### src/rtl/mem_arbiter.sv
// mem_arbiter: single-port arbiter and byte-lane aligner between the fetch
// stage / MEM stage and a unified instruction/data RAM.
//
// Ports
//   clk, rst                       clock, asynchronous active-high reset
//   if_req/if_addr                 fetch request (held until if_ack)
//   if_inst/if_ack                 fetched instruction + one-cycle ack
//   mem_req/mem_we/mem_op/         load/store request (held until mem_ack)
//   mem_addr/mem_wdata
//   mem_rdata/mem_ack/mem_err      extended load data, ack, misalign abort
//   stall_req                      any request pending and not yet acked
//   ram_*                          registered RAM access port controls
//
// RAM byte offset k lives at word bits [31-8k:24-8k] and is enabled by sel[k].
//
// Optional feature: define MEM_ARB_MISALIGN_TRAP_EN to abort misaligned
// H/W accesses with mem_err instead of truncating the low address bits.
module mem_arbiter (
    input  logic        clk,
    input  logic        rst,
    input  logic        if_req,
    input  logic [31:0] if_addr,
    output logic [31:0] if_inst,
    output logic        if_ack,
    input  logic        mem_req,
    input  logic        mem_we,
    input  logic [2:0]  mem_op,
    input  logic [31:0] mem_addr,
    input  logic [31:0] mem_wdata,
    output logic [31:0] mem_rdata,
    output logic        mem_ack,
    output logic        mem_err,
    output logic        stall_req,
    output logic        ram_pc_ce,
    output logic        ram_mem_ce,
    output logic        ram_we,
    output logic        ram_who,
    output logic [31:0] ram_pc_addr,
    output logic [31:0] ram_mem_addr,
    output logic [3:0]  ram_sel,
    output logic [31:0] ram_wdata,
    input  logic [31:0] ram_inst,
    input  logic [31:0] ram_rdata
);

    typedef enum logic [1:0] {IDLE, FETCH, MEM} state_t;

    state_t      state_q, state_d;
    logic        last_mem_q, last_mem_d;   // 1 = MEM port was served last
    logic [2:0]  op_q, op_d;
    logic [1:0]  off_q, off_d;
    logic        err_q, err_d;             // current MEM access is an abort
    logic        ram_pc_ce_q, ram_pc_ce_d;
    logic        ram_mem_ce_q, ram_mem_ce_d;
    logic        ram_we_q, ram_we_d;
    logic        ram_who_q, ram_who_d;
    logic [31:0] ram_pc_addr_q, ram_pc_addr_d;
    logic [31:0] ram_mem_addr_q, ram_mem_addr_d;
    logic [3:0]  ram_sel_q, ram_sel_d;
    logic [31:0] ram_wdata_q, ram_wdata_d;
    logic [31:0] if_inst_q, if_inst_d;
    logic        if_ack_q, if_ack_d;
    logic [31:0] mem_rdata_q, mem_rdata_d;
    logic        mem_ack_q, mem_ack_d;
    logic        mem_err_q, mem_err_d;

    logic        mis;
    logic        grant_mem;
    logic [1:0]  o;
    logic [3:0]  st_sel;
    logic [31:0] st_wdata;
    logic [31:0] sh_b, sh_h, ld_data;
    logic [7:0]  ld_b;
    logic [15:0] ld_h;

    assign o = mem_addr[1:0];

`ifdef MEM_ARB_MISALIGN_TRAP_EN
    assign mis = ((mem_op[1:0] == 2'b01) & o[0]) | ((mem_op[1:0] == 2'b10) & (o != 2'b00));
`else
    assign mis = 1'b0;
`endif

    // Store lane placement; byte offset k sits at bits [31-8k -: 8], so the
    // shift towards bit 0 is (3-k) bytes, and 3-k == ~k for a 2-bit offset.
    always_comb begin
        st_sel   = 4'b1111;
        st_wdata = {mem_wdata[7:0], mem_wdata[15:8], mem_wdata[23:16], mem_wdata[31:24]};
        case (mem_op[1:0])
            2'b00: begin
                st_sel   = 4'b0001 << o;
                st_wdata = {24'h0, mem_wdata[7:0]} << {~o, 3'b000};
            end
            2'b01: begin
                // addr[0] is ignored: halves start at offset 0 or 2
                st_sel   = o[1] ? 4'b1100 : 4'b0011;
                st_wdata = {16'h0, mem_wdata[7:0], mem_wdata[15:8]} << {~o[1], 4'b0000};
            end
            default: ;
        endcase
    end

    // Load gather: inverse of the store placement, then extend.
    always_comb begin
        sh_b = ram_rdata >> {~off_q, 3'b000};
        sh_h = ram_rdata >> {~off_q[1], 4'b0000};
        ld_b = sh_b[7:0];
        ld_h = {sh_h[7:0], sh_h[15:8]};
        case (op_q)
            3'b000:  ld_data = {{24{ld_b[7]}}, ld_b};
            3'b001:  ld_data = {{16{ld_h[15]}}, ld_h};
            3'b100:  ld_data = {24'h0, ld_b};
            3'b101:  ld_data = {16'h0, ld_h};
            default: ld_data = {ram_rdata[7:0], ram_rdata[15:8], ram_rdata[23:16], ram_rdata[31:24]};
        endcase
    end

    always_comb begin
        state_d        = state_q;
        last_mem_d     = last_mem_q;
        op_d           = op_q;
        off_d          = off_q;
        err_d          = err_q;
        ram_pc_ce_d    = 1'b0;
        ram_mem_ce_d   = 1'b0;
        ram_we_d       = 1'b0;
        ram_who_d      = 1'b0;
        ram_pc_addr_d  = 32'h0;
        ram_mem_addr_d = 32'h0;
        ram_sel_d      = 4'h0;
        ram_wdata_d    = 32'h0;
        if_inst_d      = if_inst_q;
        if_ack_d       = 1'b0;
        mem_rdata_d    = mem_rdata_q;
        mem_ack_d      = 1'b0;
        mem_err_d      = 1'b0;
        // Tie goes to the port not served last.
        grant_mem      = mem_req & (~if_req | ~last_mem_q);

        case (state_q)
            IDLE: begin
                // While an ack is out the requester may still be holding its
                // stale req; no grant is made in that turnaround cycle.
                if (!if_ack_q && !mem_ack_q) begin
                    if (grant_mem) begin
                        state_d    = MEM;
                        last_mem_d = 1'b1;
                        op_d       = mem_op;
                        off_d      = o;
                        err_d      = mis;
                        if (!mis) begin
                            ram_mem_ce_d   = 1'b1;
                            ram_who_d      = 1'b1;
                            ram_we_d       = mem_we;
                            ram_mem_addr_d = {mem_addr[31:2], 2'b00};
                            ram_sel_d      = mem_we ? st_sel : 4'h0;
                            ram_wdata_d    = mem_we ? st_wdata : 32'h0;
                        end
                    end else if (if_req) begin
                        state_d       = FETCH;
                        last_mem_d    = 1'b0;
                        ram_pc_ce_d   = 1'b1;
                        ram_pc_addr_d = if_addr;
                    end
                end
            end
            FETCH: begin
                if_inst_d = ram_inst;
                if_ack_d  = 1'b1;
                state_d   = IDLE;
            end
            MEM: begin
                mem_ack_d = 1'b1;
                state_d   = IDLE;
                if (err_q) begin
                    mem_err_d   = 1'b1;
                    mem_rdata_d = 32'h0;
                end else if (!ram_we_q) begin
                    mem_rdata_d = ld_data;
                end
            end
            default: state_d = IDLE;
        endcase
    end

    always_ff @(posedge clk or posedge rst) begin
        if (rst) begin
            state_q        <= IDLE;
            last_mem_q     <= 1'b0;
            op_q           <= 3'h0;
            off_q          <= 2'h0;
            err_q          <= 1'b0;
            ram_pc_ce_q    <= 1'b0;
            ram_mem_ce_q   <= 1'b0;
            ram_we_q       <= 1'b0;
            ram_who_q      <= 1'b0;
            ram_pc_addr_q  <= 32'h0;
            ram_mem_addr_q <= 32'h0;
            ram_sel_q      <= 4'h0;
            ram_wdata_q    <= 32'h0;
            if_inst_q      <= 32'h0;
            if_ack_q       <= 1'b0;
            mem_rdata_q    <= 32'h0;
            mem_ack_q      <= 1'b0;
            mem_err_q      <= 1'b0;
        end else begin
            state_q        <= state_d;
            last_mem_q     <= last_mem_d;
            op_q           <= op_d;
            off_q          <= off_d;
            err_q          <= err_d;
            ram_pc_ce_q    <= ram_pc_ce_d;
            ram_mem_ce_q   <= ram_mem_ce_d;
            ram_we_q       <= ram_we_d;
            ram_who_q      <= ram_who_d;
            ram_pc_addr_q  <= ram_pc_addr_d;
            ram_mem_addr_q <= ram_mem_addr_d;
            ram_sel_q      <= ram_sel_d;
            ram_wdata_q    <= ram_wdata_d;
            if_inst_q      <= if_inst_d;
            if_ack_q       <= if_ack_d;
            mem_rdata_q    <= mem_rdata_d;
            mem_ack_q      <= mem_ack_d;
            mem_err_q      <= mem_err_d;
        end
    end

    assign if_inst      = if_inst_q;
    assign if_ack       = if_ack_q;
    assign mem_rdata    = mem_rdata_q;
    assign mem_ack      = mem_ack_q;
    assign mem_err      = mem_err_q;
    assign ram_pc_ce    = ram_pc_ce_q;
    assign ram_mem_ce   = ram_mem_ce_q;
    assign ram_we       = ram_we_q;
    assign ram_who      = ram_who_q;
    assign ram_pc_addr  = ram_pc_addr_q;
    assign ram_mem_addr = ram_mem_addr_q;
    assign ram_sel      = ram_sel_q;
    assign ram_wdata    = ram_wdata_q;
    assign stall_req    = (if_req & ~if_ack_q) | (mem_req & ~mem_ack_q);

endmodule

### config.mk
export PLATFORM = sky130hd
export DESIGN_NAME = mem_arbiter
export DESIGN_NICKNAME = d
export VERILOG_FILES = /design/src/rtl/mem_arbiter.sv
export SDC_FILE = /design/constraint.sdc
export NUM_CORES = 1
export LEC_CHECK = 0
export ABC_AREA = 0
export BUFFER_PORTS_ARGS = -buffer_cell sky130_fd_sc_hd__buf_4
export CAP_MARGIN = 20
export CORE_AREA = 2 2 134 136
export DETAILED_ROUTE_END_ITERATION = 12
export DIE_AREA = 0 0 136 138
export HOLD_SLACK_MARGIN = 0.03
export PLACE_DENSITY = 0.77
export REMOVE_ABC_BUFFERS = 1
export SLEW_MARGIN = 25
export SYNTH_ARGS = -nofsm -noshare
export SYNTH_HDL_FRONTEND = slang
export SYNTH_SLANG_ARGS = --single-unit
export TNS_END_PERCENT = 50
### constraint.sdc
create_clock -name clk -period 7.1 [get_ports clk]
set_input_delay 1.42 -clock clk [delete_from_list [all_inputs] [get_ports clk]]
set_output_delay 1.42 -clock clk [all_outputs]
set_load 0.005 [all_outputs]
# Word-level counts from Yosys, hierarchy flattened
# Index checks and enable logic that the tools add are counted.
# totals
reg_bits	177
input_bits	168
output_inout_bits	172
wordCells	91
# op_classes
n_eq_ne	8
n_shift	5
mux	38
n_bitwise	14
reduce_logical	11
# ops
op	n
two-way mux 32 bit	12
case mux 32 bit (4 select lines)	1
case mux 32 bit (2 select lines)	1
left shift 16 x 5 -> 32 bit	1
left shift 8 x 5 -> 32 bit	1
right shift 32 x 5 -> 16 bit	1
right shift 32 x 5 -> 8 bit	1
two-way mux 4 bit	5
two-way mux 1 bit	14
two-way mux 2 bit	4
case mux 4 bit (2 select lines)	1
NOT 1 bit	7
== test 3 bit (second input constant)	2
AND reduction 3 bit	2
== test 2 x 1 -> 1 bit (second input constant)	2
logical NOT 2 bit	2
NOT 2 bit	2
AND reduction 2 bit	2
left shift 1 x 2 -> 4 bit (first input constant)	1
bitwise AND 1 bit	3
== test 3 x 1 -> 1 bit (second input constant)	1
logical NOT 3 bit	1
!= test 3 bit (second input constant)	1
== test 2 bit (second input constant)	1
5 further kinds	7

# Longest topological paths before layout
# depth
word_depth	7
depth_mapped	6
mapped_depth_nobuf	4

# Worst setup path before layout
# OpenSTA, ideal clock, no wires.
# synth_path
path_type	input port to output port
start	input port mem_req
end	output port stall_req
arrival_time_ns	1.705
required_ns	5.680
setup_slack_ns	3.975
path_stages	2
path_buffers	0
path_cell_list	nor2b_1 > a21o_1
# synth_via
elab_chain_len	2
# synth_lines
item	line_no	source
start, declared	25	input logic mem_req,
bitwise AND 1 bit	241	assign stall_req = (if_req & ~if_ack_q) | (mem_req & ~mem_ack_q);
OR 1 bit	241	
end, declared	33	output logic stall_req,
# Every way passes these cells.

# Worst setup path in the final report
# Ends and elaborated chain as after synthesis.

==> impl_metrics.ini <==
[outcome]
status = complete, no violations

[synthesis]
synth_fa_ha_area_share_pct = 0
synth_compound_area_share_pct = 10.1
synth_seq_cells = 175
yosys.area_share.xor_xnor_pct = 0
synth.area.top_cells = dfrtp_1, and2_1, mux2_2
synthDominantCellAreaShare_pct = 63.3
synth_top_family_by_area = simple AND/OR/NAND/NOR gates
syn_area_per_cell_sq_um = 12.2
async_flop_share_pct = 100
netlist_top_cells_count = dfrtp_1, and2_1, nand3_1, mux2_2, nand2_1
synth_edf_count = 0
yosysMostFrequentCell = dfrtp_1
ys_types = 39
ys_seq_area_share_pct = 63.3
synthSimpleGateAreaFrac_pct = 15.9
yosys-mux-area-fraction_pct = 7.30
syn-cell-area_sq_mm = 0.00692
yosys_warnings = 0
yosys.area.top_type = dfrtp_1
syn_inst = 569
synth_ff_type = dfrtp_1

[clock_network]
cts_htree_levels = 4
cts_tree = done
cts_setup_buffers = 0
cts.sinks = 175
clk_pin_slew_ns = 0.06
clockRootBuffer = clkbuf_16
worstSkewPairLatency_ns = 0.43
clockBufferDepth = 2
holdBufCountCts = 0
cts_resized = 0
cts_buffers = 17

[grt]
antenna_found_initial = 0
grt_pass1_vias = 5613
grt-ovfl-total = 0
grt_max_degree = 114
grt_usage_pct = 20.8
grt_pass1_wl_microns = 30100

[pwr]
seqPwrFrac_pct = 39.1
cellPowerDensity_mw_per_mm2 = 383
ir_worst_vdd_v = 0.000164
power_leakage_uw = 0.00520
clkPwrFrac_pct = 25.6
p_sw_uw = 1240
swShare_pct = 31.6
power.internal_uw = 2680
power_frac_comb_pct = 35.3

[final_layout]
final_nets = 1057
layout-drive-gt1-share_pct = 46.7
final_core_util_pct = 58.4
n_antenna_cell = 0
syn2layout_area_growth_pct = 47.8

[floorplan]
core_area_sq_mm = 0.0175
row_count = 49
die_y_microns = 138
dieArea_sq_mm = 0.0188
dieWidth_microns = 136
initial_core_util_pct = 39.5
io_pins = 340

[setup_path]
cp-end-kind = output pin
crit_path_start = mem_req
crit_type = in2out
r2r-start = off_q[1]$_DFFE_PP0P_
cp-start-kind = input pin
critPathMaxFanout = 3
critical_path_arrival_ns = 1.99
required_ns = 5.68

[min_path]
hold_start = mem_rdata[4]$_DFFE_PP0P_
hold_class = reg2reg

[timing]
min_period_over_period_pct = 48.0
fin_tns_setup_ns = 0
slew_headroom_pct = 46.5
timing.fmax_mhz = 293
min_period_ns = 3.41
clock_skew_ns = 0.0101
rsz0062_at_grt = no
slew_viol_final = 0
setup_viol = 0
hold_viol = 0
worst_pin_slew_ns = 0.802

[routing]
wl_met1_microns = 7390
drt_iter0_drc = 308
highest-signal-layer = met4
dr_total_vias = 5658
wl_met3_microns = 2020
drc = 0
routed_via_density = 5.00
dr.pass1.iters = 5
avgRoutedWirePerCell_microns = 17.4
wl_microns = 19600
met2_length_microns = 9790
antenna_left = 0

[place]
hpwlAfterDp_microns = 14100
io_buffers = 336
gp_congestion = 0.811

[job]
cap_violations = 0
## critical path, cell delays in order
cell     delay (ns)
buf_4          0.13
nor2b_1        0.15
a21o_1         0.16
buf_4          0.13
## through the flow
step	area, sq um	hold WS [ns]	instances	total power, uW	setup slack [ns]
5_1_grt	10200	0.507	1131	4160	3.65
6_report	10200	0.490	1131	3920	3.69
4_1_cts	10200	0.490	1131	3960	3.69
3_3_place_gp	9590	0.464	1099	2910	3.71
2_1_floorplan	6720	0.473	527	2150	0.935
3_5_place_dp	9600	0.475	1099	2950	3.69
## cells in the final DEF (no fill, tap or decap), types with 2 or more instances in the layout
master	netlist	routed
inv_8	0	3
o31ai_1	7	7
nor3_1	2	2
o21ai_0	19	19
clkbuf_16	0	17
nor3b_2	2	2
bufinv_16	0	4
a21boi_0	8	8
nor2b_1	10	9
mux2i_1	10	10
mux2_2	36	36
a22o_1	8	8
a22oi_1	16	16
nand2b_1	3	3
nor2_1	21	21
inv_1	6	5
a21oi_1	13	12
nand3_1	47	47
nand2_1	35	35
a311oi_1	14	14
and2_1	70	70
a2bb2oi_1	8	8
clkinvlp_4	0	4
buf_4	4	343
o21bai_1	2	2
dfrtp_1	175	175
inv_6	0	3
conb_1	1	3
## logic make-up (layout without fill, tap and decap cells)
group | Yosys count | count (layout)
buf+inv | 50 | 381
compound gates | 99 | 99
other cells | 1 | 3
flops | 175 | 175
mux | 46 | 46
simple gates | 198 | 198
## state kept, by name, summed over array words and instances, names as in the netlist
register / flops
state_q: 2
mem_rdata: 32
ram_we: 1
last_mem_q: 1
ram_wdata: 32
ram_mem_addr: 30
if_ack: 1
ram_pc_ce: 1
ram_sel: 4
if_inst: 32
op_q: 3
off_q: 2
ram_who: 1
ram_pc_addr: 32
mem_ack: 1
## final timing paths
check | end | slack, ns | cells after the start
max | stall_req | 3.69 | 4
min | mem_rdata[4]$_DFFE_PP0P_ | 0.49 | 2
max reg2reg | mem_rdata[3]$_DFFE_PP0P_ | 4.78 | 4
min reg2reg | mem_rdata[4]$_DFFE_PP0P_ | 0.49 | 2
max in group asynchronous | ram_mem_addr[19]$_DFF_PP0_ | 4.62 | 3
min in group asynchronous | ram_pc_addr[10]$_DFF_PP0_ | 1.10 | 2
## routing by layer
metal,global-route usage (%),vias up
met5,0,-
met4,8.06,0
met3,7.33,30
met2,34.3,300
met1,25.0,2724
li1,-,2604
## final cells by class
| type | instances | area, sq um |
|---|---|---|
| clock buffers | 18 | 429 |
| fillers | 1481 | 7300 |
| clock inverters | 14 | 204 |
| flip-flops and latches | 175 | 4380 |
| well taps | 229 | 287 |
| inverters | 6 | 30.0 |
| multi-input cells | 346 | 2330 |
| repair buffers | 343 | 2570 |
## power groups by stage
stage          combinational [uW]  sequential (uW)  clock [uW]
2_1_floorplan                 609             1540           0
3_3_place_gp                 1360             1540           0
3_5_place_dp                 1400             1550           0
4_1_cts                      1400             1540        1020
5_1_grt                      1520             1570        1070
6_report                     1390             1530        1000
Note: power is estimated with default switching activity, not from simulation.
